File: src/rtl/nn_pkg.sv
// Shared types and defaults for the neuron MAC datapath.
//   neuron_state_t : sequencer states (IDLE -> MAC -> BIAS -> ACT -> IDLE)
//   min_acc_w()    : smallest accumulator width that cannot overflow during MAC
//   NN_*           : default sizes used by the neuron tops
package nn_pkg;

  localparam int NN_N_IN  = 10;
  localparam int NN_DW    = 8;
  localparam int NN_WW    = 8;
  localparam int NN_ACC_W = 24;

  typedef enum logic [1:0] {
    S_IDLE = 2'd0,
    S_MAC  = 2'd1,
    S_BIAS = 2'd2,
    S_ACT  = 2'd3
  } neuron_state_t;

  // Full product width plus growth for summing n_in terms, plus one bit of
  // headroom so the bias add cannot wrap on the worst-case MAC sum.
  function automatic int min_acc_w(input int n_in, input int dw, input int ww);
    return dw + ww + $clog2(n_in) + 1;
  endfunction

endpackage

File: src/rtl/neuron_act_sat.sv
// Output stage of a neuron: arithmetic right shift, optional ReLU, then
// saturation to a signed OUT_W result. Purely combinational.
//   acc : signed accumulator value (ACC_W)
//   y   : activated, saturated result (OUT_W)
module neuron_act_sat #(
  parameter int ACC_W = 24,
  parameter int SHIFT = 0,
  parameter int OUT_W = 8,
  parameter int RELU  = 1
) (
  input  logic signed [ACC_W-1:0] acc,
  output logic signed [OUT_W-1:0] y
);

  localparam logic signed [ACC_W-1:0] MAX_V = {{(ACC_W-OUT_W+1){1'b0}}, {(OUT_W-1){1'b1}}};
  localparam logic signed [ACC_W-1:0] MIN_V = {{(ACC_W-OUT_W+1){1'b1}}, {(OUT_W-1){1'b0}}};

  logic signed [ACC_W-1:0] t;

  always_comb begin
    t = acc >>> SHIFT;
    y = t[OUT_W-1:0];
    if ((RELU != 0) && (t < 0)) begin
      y = '0;
    end else if (t > MAX_V) begin
      y = MAX_V[OUT_W-1:0];
    end else if (t < MIN_V) begin
      y = MIN_V[OUT_W-1:0];
    end
  end

endmodule

File: src/rtl/neuron_mac_seq.sv
// Sequential multiply-accumulate output neuron. One weight per cycle is
// fetched from an external ROM via w_addr; activations are latched at start.
//   clk, rst_n     : clock, synchronous active-low reset
//   start, abort   : request (IDLE only) / cancel (busy states only)
//   act_in         : packed signed activations, a[i] = act_in[i*DW +: DW]
//   w_in, w_addr   : ROM data (same cycle) and index, index 0 outside MAC
//   bias           : signed bias, sampled in BIAS
//   busy, done, y  : in-progress flag, one-cycle result strobe, held result
//
// state  | meaning
// IDLE   | waiting for start
// MAC    | accumulate a[idx]*w_in, one input per cycle
// BIAS   | add sign-extended bias
// ACT    | register activated result, pulse done next cycle
module neuron_mac_seq
  import nn_pkg::*;
#(
  parameter int N_IN  = NN_N_IN,
  parameter int DW    = NN_DW,
  parameter int WW    = NN_WW,
  parameter int BW    = 8,
  parameter int ACC_W = NN_ACC_W,
  parameter int SHIFT = 0,
  parameter int OUT_W = 8,
  parameter int RELU  = 1,
  localparam int AW   = $clog2(N_IN)
) (
  input  logic                 clk,
  input  logic                 rst_n,
  input  logic                 start,
  input  logic                 abort,
  input  logic [N_IN*DW-1:0]   act_in,
  input  logic [WW-1:0]        w_in,
  output logic [AW-1:0]        w_addr,
  input  logic [BW-1:0]        bias,
  output logic                 busy,
  output logic                 done,
  output logic [OUT_W-1:0]     y
);

  if (ACC_W < min_acc_w(N_IN, DW, WW)) begin : g_bad_acc_w
    $error("neuron_mac_seq: ACC_W too small for N_IN/DW/WW");
  end
  if (SHIFT < 0 || SHIFT > ACC_W-1) begin : g_bad_shift
    $error("neuron_mac_seq: SHIFT out of range");
  end

  localparam logic [AW-1:0] LAST_IDX = AW'(N_IN-1);

  neuron_state_t           state_q;
  logic [AW-1:0]           idx_q;
  logic signed [ACC_W-1:0] acc_q;
  logic [N_IN*DW-1:0]      act_q;
  logic [OUT_W-1:0]        y_q;
  logic                    done_q;

  logic signed [DW-1:0]    a_cur;
  logic signed [WW-1:0]    w_cur;
  logic signed [BW-1:0]    bias_s;
  logic signed [DW+WW-1:0] prod;
  logic signed [OUT_W-1:0] y_sat;

  always_comb begin
    a_cur  = act_q[idx_q*DW +: DW];
    w_cur  = w_in;
    bias_s = bias;
    prod   = (DW+WW)'(a_cur) * (DW+WW)'(w_cur);
  end

  neuron_act_sat #(
    .ACC_W (ACC_W),
    .SHIFT (SHIFT),
    .OUT_W (OUT_W),
    .RELU  (RELU)
  ) u_act_sat (
    .acc (acc_q),
    .y   (y_sat)
  );

  always_ff @(posedge clk) begin
    if (!rst_n) begin
      state_q <= S_IDLE;
      idx_q   <= '0;
      acc_q   <= '0;
      act_q   <= '0;
      y_q     <= '0;
      done_q  <= 1'b0;
    end else begin
      done_q <= 1'b0;
      // abort outranks normal sequencing but never touches y
      if (state_q != S_IDLE && abort) begin
        state_q <= S_IDLE;
        idx_q   <= '0;
        acc_q   <= '0;
      end else begin
        case (state_q)
          S_IDLE: begin
            if (start) begin
              act_q   <= act_in;
              acc_q   <= '0;
              idx_q   <= '0;
              state_q <= S_MAC;
            end
          end
          S_MAC: begin
            acc_q <= acc_q + ACC_W'(prod);
            if (idx_q == LAST_IDX) begin
              idx_q   <= '0;
              state_q <= S_BIAS;
            end else begin
              idx_q <= idx_q + AW'(1);
            end
          end
          S_BIAS: begin
            acc_q   <= acc_q + ACC_W'(bias_s);
            state_q <= S_ACT;
          end
          S_ACT: begin
            y_q     <= y_sat;
            done_q  <= 1'b1;
            state_q <= S_IDLE;
          end
          default: state_q <= S_IDLE;
        endcase
      end
    end
  end

  assign busy   = (state_q != S_IDLE);
  assign w_addr = (state_q == S_MAC) ? idx_q : '0;
  assign done   = done_q;
  assign y      = y_q;

endmodule
File: config.mk
export PLATFORM = sky130hd
export DESIGN_NAME = neuron_mac_seq
export DESIGN_NICKNAME = d
export VERILOG_FILES = /design/src/rtl/nn_pkg.sv /design/src/rtl/neuron_act_sat.sv /design/src/rtl/neuron_mac_seq.sv
export SDC_FILE = /design/constraint.sdc
export NUM_CORES = 1
export LEC_CHECK = 0
export CAP_MARGIN = 20
export CORE_MARGIN = 1.5
export CORE_UTILIZATION = 55
export CTS_BUF_LIST = sky130_fd_sc_hd__clkbuf_2
export DETAILED_ROUTE_END_ITERATION = 12
export PLACE_DENSITY_LB_ADDON = 0.25
export SLEW_MARGIN = 5
export SYNTH_ARGS = -nofsm -noshare
export SYNTH_HDL_FRONTEND = slang
export SYNTH_SLANG_ARGS = --single-unit
export TNS_END_PERCENT = 20
File: constraint.sdc
create_clock -name clk -period 10.1 [get_ports clk]
set_input_delay 2.02 -clock clk [delete_from_list [all_inputs] [get_ports clk]]
set_output_delay 2.02 -clock clk [all_outputs]
set_load 0.005 [all_outputs]
# Yosys cells after proc, flatten, opt, wreduce, memory -nomap -nowiden
# Index checks and enable logic that the tools add are counted.
[op_classes]
mul = 1
bitwise_logic = 2
order_cmp = 3
shifts = 1
reduce_logical = 11
mux = 13
n_eq_ne = 6
add_sub_neg = 3
[op_table]
columns = ["operator", "count"]
rows = [
  ["$shiftx A80 B8 Y8", 1],
  ["$pmux W24 S3", 1],
  ["$add A24 B16 Y24", 1],
  ["$add A24 B8 Y24", 1],
  ["$gt A24 B8 Y1 const B", 1],
  ["$lt A24 B1 Y1 const B", 1],
  ["$lt A24 B8 Y1 const B", 1],
  ["$mux W24", 1],
  ["$mux W8", 3],
  ["$mul A8 B8 Y16", 1],
  ["$mux W4", 3],
  ["$pmux W2 S4", 1],
  ["$pmux W4 S2", 1],
  ["$reduce_and A2 Y1", 4],
  ["$add A4 B1 Y4 const B", 1],
  ["$eq A2 B2 Y1 const B", 2],
  ["$eq A4 B4 Y1 const B", 1],
  ["$mux W2", 2],
  ["$ne A2 B2 Y1 const B", 2],
  ["$reduce_bool A2 Y1", 2],
  ["$reduce_and A3 Y1", 1],
  ["$reduce_bool A3 Y1", 1],
  ["$eq A2 B1 Y1 const B", 1],
  ["$logic_not A2 Y1", 1],
  ["other kinds (4)", 5],
]
[word_totals]
elab_cells = 46
regBits = 119

# Depth between registers and ports, before layout
[depth]
depth_word = 4
depth_mapped = 25
mapped_depth_nobuf = 23

# By module
# Synthesis repeated with hierarchy kept, for this count alone.
[unflattened]
hier_cells = 1213
hier_area_um2 = 10485.1
[modules_own_cells]
columns = ["module", "n_inst", "cells_each", "seq_area_each_um2", "area_per_inst_um2"]
rows = [
  ["neuron_mac_seq", 1, 1188, 2382.3, 10332.4],
  ["neuron_act_sat", 1, 25, 0.0, 152.6],
]

# Worst setup path before layout
# Ideal clock, no wire load.
[synth_path]
path_type = "input -> register"
startpoint = "input port w_in[1]"
endpoint = "register acc_q[23]"
setup_time_ns = 0.127
path_buffers = 1
path_slack_ns = 2.825
arrival_ns = 7.148
t_required_ns = 9.973
path_stages = 16
cell_sequence = "buf_1 and2_1 fa_1 fa_1 fa_1 fa_1 ha_1 ha_1 nor3_1 nor3_1 a21o_1 a31o_2 a21oi_1 nor4b_1 nor4b_1 or3b_1"
[synth_between]
elab_chain_cells = 3
[synth_rtl]
columns = ["element", "line_no", "rtl"]
rows = [
  ["from (decl)", "neuron_mac_seq.sv:33", "input logic [WW-1:0] w_in,"],
  ["$mul A8 B8 Y16", "neuron_mac_seq.sv:67", "prod = (DW+WW)'(a_cur) * (DW+WW)'(w_cur);"],
  ["$add A24 B16 Y24", "neuron_mac_seq.sv:106", "acc_q <= acc_q + ACC_W'(prod);"],
  ["$pmux W24 S3", "neuron_mac_seq.sv:96", "case (state_q)"],
  ["to (signal assigned)", "neuron_mac_seq.sv:106", ""],
  ["to (signal assigned)", "neuron_mac_seq.sv:115", "acc_q <= acc_q + ACC_W'(bias_s);"],
  ["to (decl)", "neuron_mac_seq.sv:52", "logic signed [ACC_W-1:0] acc_q;"],
]
# No other way between the ends.
# A chain may end at the register's enable or synchronous reset.

# Worst setup path after layout
[layout_path]
startpoint = "register idx_q[0]"
endpoint = "register acc_q[23]"
[layout_between]
elab_chain_cells = 4
[layout_rtl]
columns = ["element", "line_no", "rtl"]
rows = [
  ["from (decl)", "neuron_mac_seq.sv:51", "logic [AW-1:0] idx_q;"],
  ["from (signal assigned)", "neuron_mac_seq.sv:111", "idx_q <= idx_q + AW'(1);"],
  ["$shiftx A80 B8 Y8", "neuron_mac_seq.sv:64", "a_cur = act_q[idx_q*DW +: DW];"],
  ["$mul A8 B8 Y16", "neuron_mac_seq.sv:67", ""],
  ["$add A24 B16 Y24", "neuron_mac_seq.sv:106", ""],
  ["$pmux W24 S3", "neuron_mac_seq.sv:96", ""],
]
# No other way between the ends.

==> impl_summary.txt <==
----------------------------------------------------
[CTS]
  Count of hold-fix buffers inserted at cts ... 0
  Clock transition at the register clock pins on the worst setup and hold paths after CTS ... 0.18 ns
  Count of instances resized after the clock tree is built ... 0
  Clock latency on the worst-skew pair ... 0.74 ns
  Maximum level of the CTS H-tree ... 4
  Clock tree sinks ... 119
  Clock tree root buffer cell ... sky130_fd_sc_hd__clkbuf_2
  Buffer depth of the longest clock path ... 2
  CTS buffer count ... 17
  CTS tree ... built
  Postcts setup bufs ... 0

[Die]
  Die footprint ... 19600 sq um
  Total core area ... 18200 sq um
  Chip Width ... 140 microns
  Io pins ... 114
  Y dimension of the die ... 140 microns
  Starting utilization of the core area ... 56.7%
  Number of placement rows ... 49

[Yosys]
  Xor/xnor share of the synthesized area ... 2.88%
  Synthesized net count ... 1467
  Commonest cells in the synthesized netlist ... 205 x sky130_fd_sc_hd__nand2_1, 133 x sky130_fd_sc_hd__a21oi_1, 119 x sky130_fd_sc_hd__dfxtp_1, 105 x sky130_fd_sc_hd__fa_1, 105 x sky130_fd_sc_hd__inv_1
  Number of synthesized flops with an enable pin ... 0
  Post-synthesis adder-cell area fraction ... 30.4%
  Dominant synthesized flop cell ... sky130_fd_sc_hd__dfxtp_1
  Seq cells post-synth ... 119
  Cell type contributing the most total cell area after synthesis ... sky130_fd_sc_hd__dfxtp_1
  Fraction of synthesized area in multiplexers ... 5.23%
  Most repeated cell in the gate-level netlist after synthesis ... sky130_fd_sc_hd__nand2_1
  Simple-gate portion of the synthesized area ... 16.8%
  Fraction of the mapped netlist area in compound gates ... 15.8%
  Number of warnings reported in the yosys synthesis log ... 0
  Share of synthesized area occupied by flip-flops and latches ... 23.1%
  Netlist area before placement ... 10300 sq um
  Share of Yosys cell area claimed by the top area cell type ... 23.1%
  Mean area per synthesized cell ... 8.76 sq um
  Count of mapped cells out of synthesis ... 1179
  Ranking of synthesized cells by area ... sky130_fd_sc_hd__dfxtp_1 23%, sky130_fd_sc_hd__fa_1 20%, sky130_fd_sc_hd__ha_1 10%
  Synth async-reset ratio ... 0%
  Combinational family with the most area after synthesis ... adder cells
  Netlist cell types ... 72

[Finish]
  Number of antenna cells inserted ... 0
  Post-synthesis to final-layout area growth ... 14.6%
  Ratio of cells with drive above 1 in the final layout ... 5.44%
  Fin util ... 65.0%
  Layout net count ... 1561
  Number of fill cells in the layout ... 1598

[Critical path]
  Category of the worst setup path capture point ... flip-flop
  Critical path peak fanout ... 30
  Most common cell on crit path ... sky130_fd_sc_hd__fa_1
  Cell breakdown of the critical path ... mux4_2 -> mux2i_1 -> o22ai_1 -> and2_1 -> inv_1 -> fa_1 -> inv_1 -> fa_1 -> fa_1 -> fa_1 -> fa_1 -> ha_1 -> nor3_1 -> nor3_1 -> a21o_1 -> a31o_2 -> a21oi_1 -> nor4b_1 -> nor4b_1 -> or3b_1
  Required time at the endpoint of the critical path ... 10.74 ns
  Delay contributed by the slowest stage of the critical path ... 0.99 ns
  Crit Path Category ... reg -> reg
  Data arrival time of the critical path ... 8.59 ns
  Slowest cell on the critical path ... sky130_fd_sc_hd__dfxtp_2
  Kind of start point of the critical path ... flip-flop

[Power]
  Psw ... 1.49 mW
  Net switching share of the total power ... 48.9%
  Cell internal pwr ... 1.56 mW
  Portion of total power attributed to combinational logic ... 70.3%
  Power density normalized to cell area ... 257 nW/um^2
  Clk pwr share ... 9.7%
  Seq pwr share ... 20.0%
  Leak ... 5.24 nW
  Maximum vdd drop ... 0.000155 V

[Timing]
  Fmax ... 126 MHz
  Min cycle time layout ... 7.95 ns
  Setup slack after layout ... 2.15 ns
  Final setup fails ... 0
  Part of the cycle the worst path needs ... 78.7%
  Max Clock Skew ... 0.0294 ns
  Count of pins over their slew limit ... 0
  Worst-Margin Slew ... 0.956 ns
  Setup repair after global routing missed its margin ... no
  Setup tns final ... 0 ns
  Total count of hold-check failures in the final report ... 0
  Slew headroom ... 36.3%

[Global routing]
  Global-route wire length before repair ... 41400 microns
  Maximum number of pins on one net before global-route repair ... 90
  Number of antenna violations at the first check in global routing ... 0
  Total routing resource utilization after global routing ... 26.3%
  Vias in the first global route ... 8599
  Remaining global-route overflow ... 0

[Outcome]
  Run status ... completed

[Placement]
  Setup WS pre-CTS ... 1.81 ns
  Port buffer count ... 113
  Placer's final routability congestion estimate ... 0.901
  Dpl hpwl ... 19300 microns

[Drt]
  Vias after detailed routing ... 8623
  DRT iter0 DRCs ... 494
  Post-route DRC ... 0
  Average wire per standard cell ... 16.2 microns
  Antenna viol nets, final ... 0
  Total detailed-routing wirelength ... 24500 microns
  Number of iterations in the first detailed-routing pass ... 5
  Via-to-Cell Ratio ... 5.69

[Flow run]
  Maximum Capacitance Violations ... 0

[Hold path]
  Worst min path class ... reg -> reg

----------------------------------------------------
[through the flow]
step	area, sq um	std cells	hold slack [ns]	power, mW
finish	11800	1515	0.462	3.04
floorplan	10300	1179	0.433	2.22
global placement	11600	1482	0.439	2.67
detailed placement	11600	1482	0.443	2.73
global route	11800	1515	0.483	3.37
CTS	11800	1514	0.464	3.04
[flip-flops by register name, summed over array words and instances (netlist names)]
signal,cells
act_q,80
done,1
y,8
state_q,2
acc_q,24
idx_q,4
[power by group through the flow]
stage	logic [mW]	clock network (mW)	registers [mW]
floorplan	1.64	0	0.586
global placement	2.05	0	0.617
detailed placement	2.11	0	0.620
CTS	2.13	0.300	0.609
global route	2.43	0.320	0.620
finish	2.14	0.296	0.609
[path summary, 6_finish.rpt]
| path | to | depth (start not counted) | slack, ns | startpoint |
|---|---|---|---|---|
| hold reg to reg | act_q[21]$_SDFFE_PN0P_ | 2 | 0.46 | act_q[21]$_SDFFE_PN0P_ |
| setup reg to reg | acc_q[23]$_SDFFE_PP0P_ | 20 | 2.15 | idx_q[0]$_SDFFE_PP0P_ |
| hold / removal | act_q[21]$_SDFFE_PN0P_ | 2 | 0.46 | act_q[21]$_SDFFE_PN0P_ |
| setup / recovery | acc_q[23]$_SDFFE_PP0P_ | 20 | 2.15 | idx_q[0]$_SDFFE_PP0P_ |
[worst max-delay path, delay by kind of cell, from the launching register on]
family                     cells  cell delay, ns
AOI/OAI and AO/OA              4            1.32
adders and majority gates      6            2.83
buffers and inverters          2            0.23
DFF                            1            0.99
muxes                          2            0.48
and+or+nand+nor                6            2.02
[final cells by class]
| cell class | instances | area [sq um] | area share (%) |
|---|---|---|---|
| clock inverters | 15 | 136 | 1.15 |
| multi-input cells | 907 | 7350 | 62.1 |
| clock buffers | 17 | 85.1 | 0.718 |
| flip-flops and latches | 119 | 2380 | 20.1 |
| well taps | 229 | 287 | 2.42 |
| repair buffers | 121 | 1200 | 10.1 |
| inverters | 107 | 402 | 3.39 |
[layout by cell type (no fill, tap or decap), types with 5 or more instances in the layout]
cell	netlist	layout
sky130_fd_sc_hd__or3_1	5	5
sky130_fd_sc_hd__mux2i_1	18	18
sky130_fd_sc_hd__o21ai_1	6	6
sky130_fd_sc_hd__a21oi_1	133	133
sky130_fd_sc_hd__buf_4	1	7
sky130_fd_sc_hd__o21ai_0	17	17
sky130_fd_sc_hd__a211oi_1	5	5
sky130_fd_sc_hd__and3_1	7	7
sky130_fd_sc_hd__nor2_1	70	70
sky130_fd_sc_hd__o21bai_1	7	7
sky130_fd_sc_hd__clkinv_1	1	5
sky130_fd_sc_hd__nand3_1	7	7
sky130_fd_sc_hd__and2_1	46	45
sky130_fd_sc_hd__a31oi_1	7	7
sky130_fd_sc_hd__fa_1	105	105
sky130_fd_sc_hd__a21o_1	21	21
sky130_fd_sc_hd__inv_1	105	105
sky130_fd_sc_hd__dfxtp_1	119	118
sky130_fd_sc_hd__ha_1	83	83
sky130_fd_sc_hd__mux4_2	16	16
sky130_fd_sc_hd__xor2_1	12	12
sky130_fd_sc_hd__a22oi_1	11	11
sky130_fd_sc_hd__nand2_1	205	204
sky130_fd_sc_hd__nand2b_1	8	8
sky130_fd_sc_hd__nor3_1	13	13
sky130_fd_sc_hd__clkdlybuf4s50_1	0	113
sky130_fd_sc_hd__o22ai_1	11	11
sky130_fd_sc_hd__xnor2_1	22	22
sky130_fd_sc_hd__clkbuf_2	0	17
[logic make-up after synthesis]
family / Yosys count
simple gates: 388
xor+xnor: 34
compound gates: 263
fa+ha+maj: 188
mux: 34
buf+inv: 153
flops: 119
[per-layer routing]
metal	track usage, %	part of all wire [%]	vias to the layer above
li1	-	-	4186
met1	33.8	43	4112
met2	45.9	50	283
met3	4.14	5.8	42
met4	7.81	2.0	0
met5	0	0	-
No activity file was read; power rests on OpenSTA's default activity.
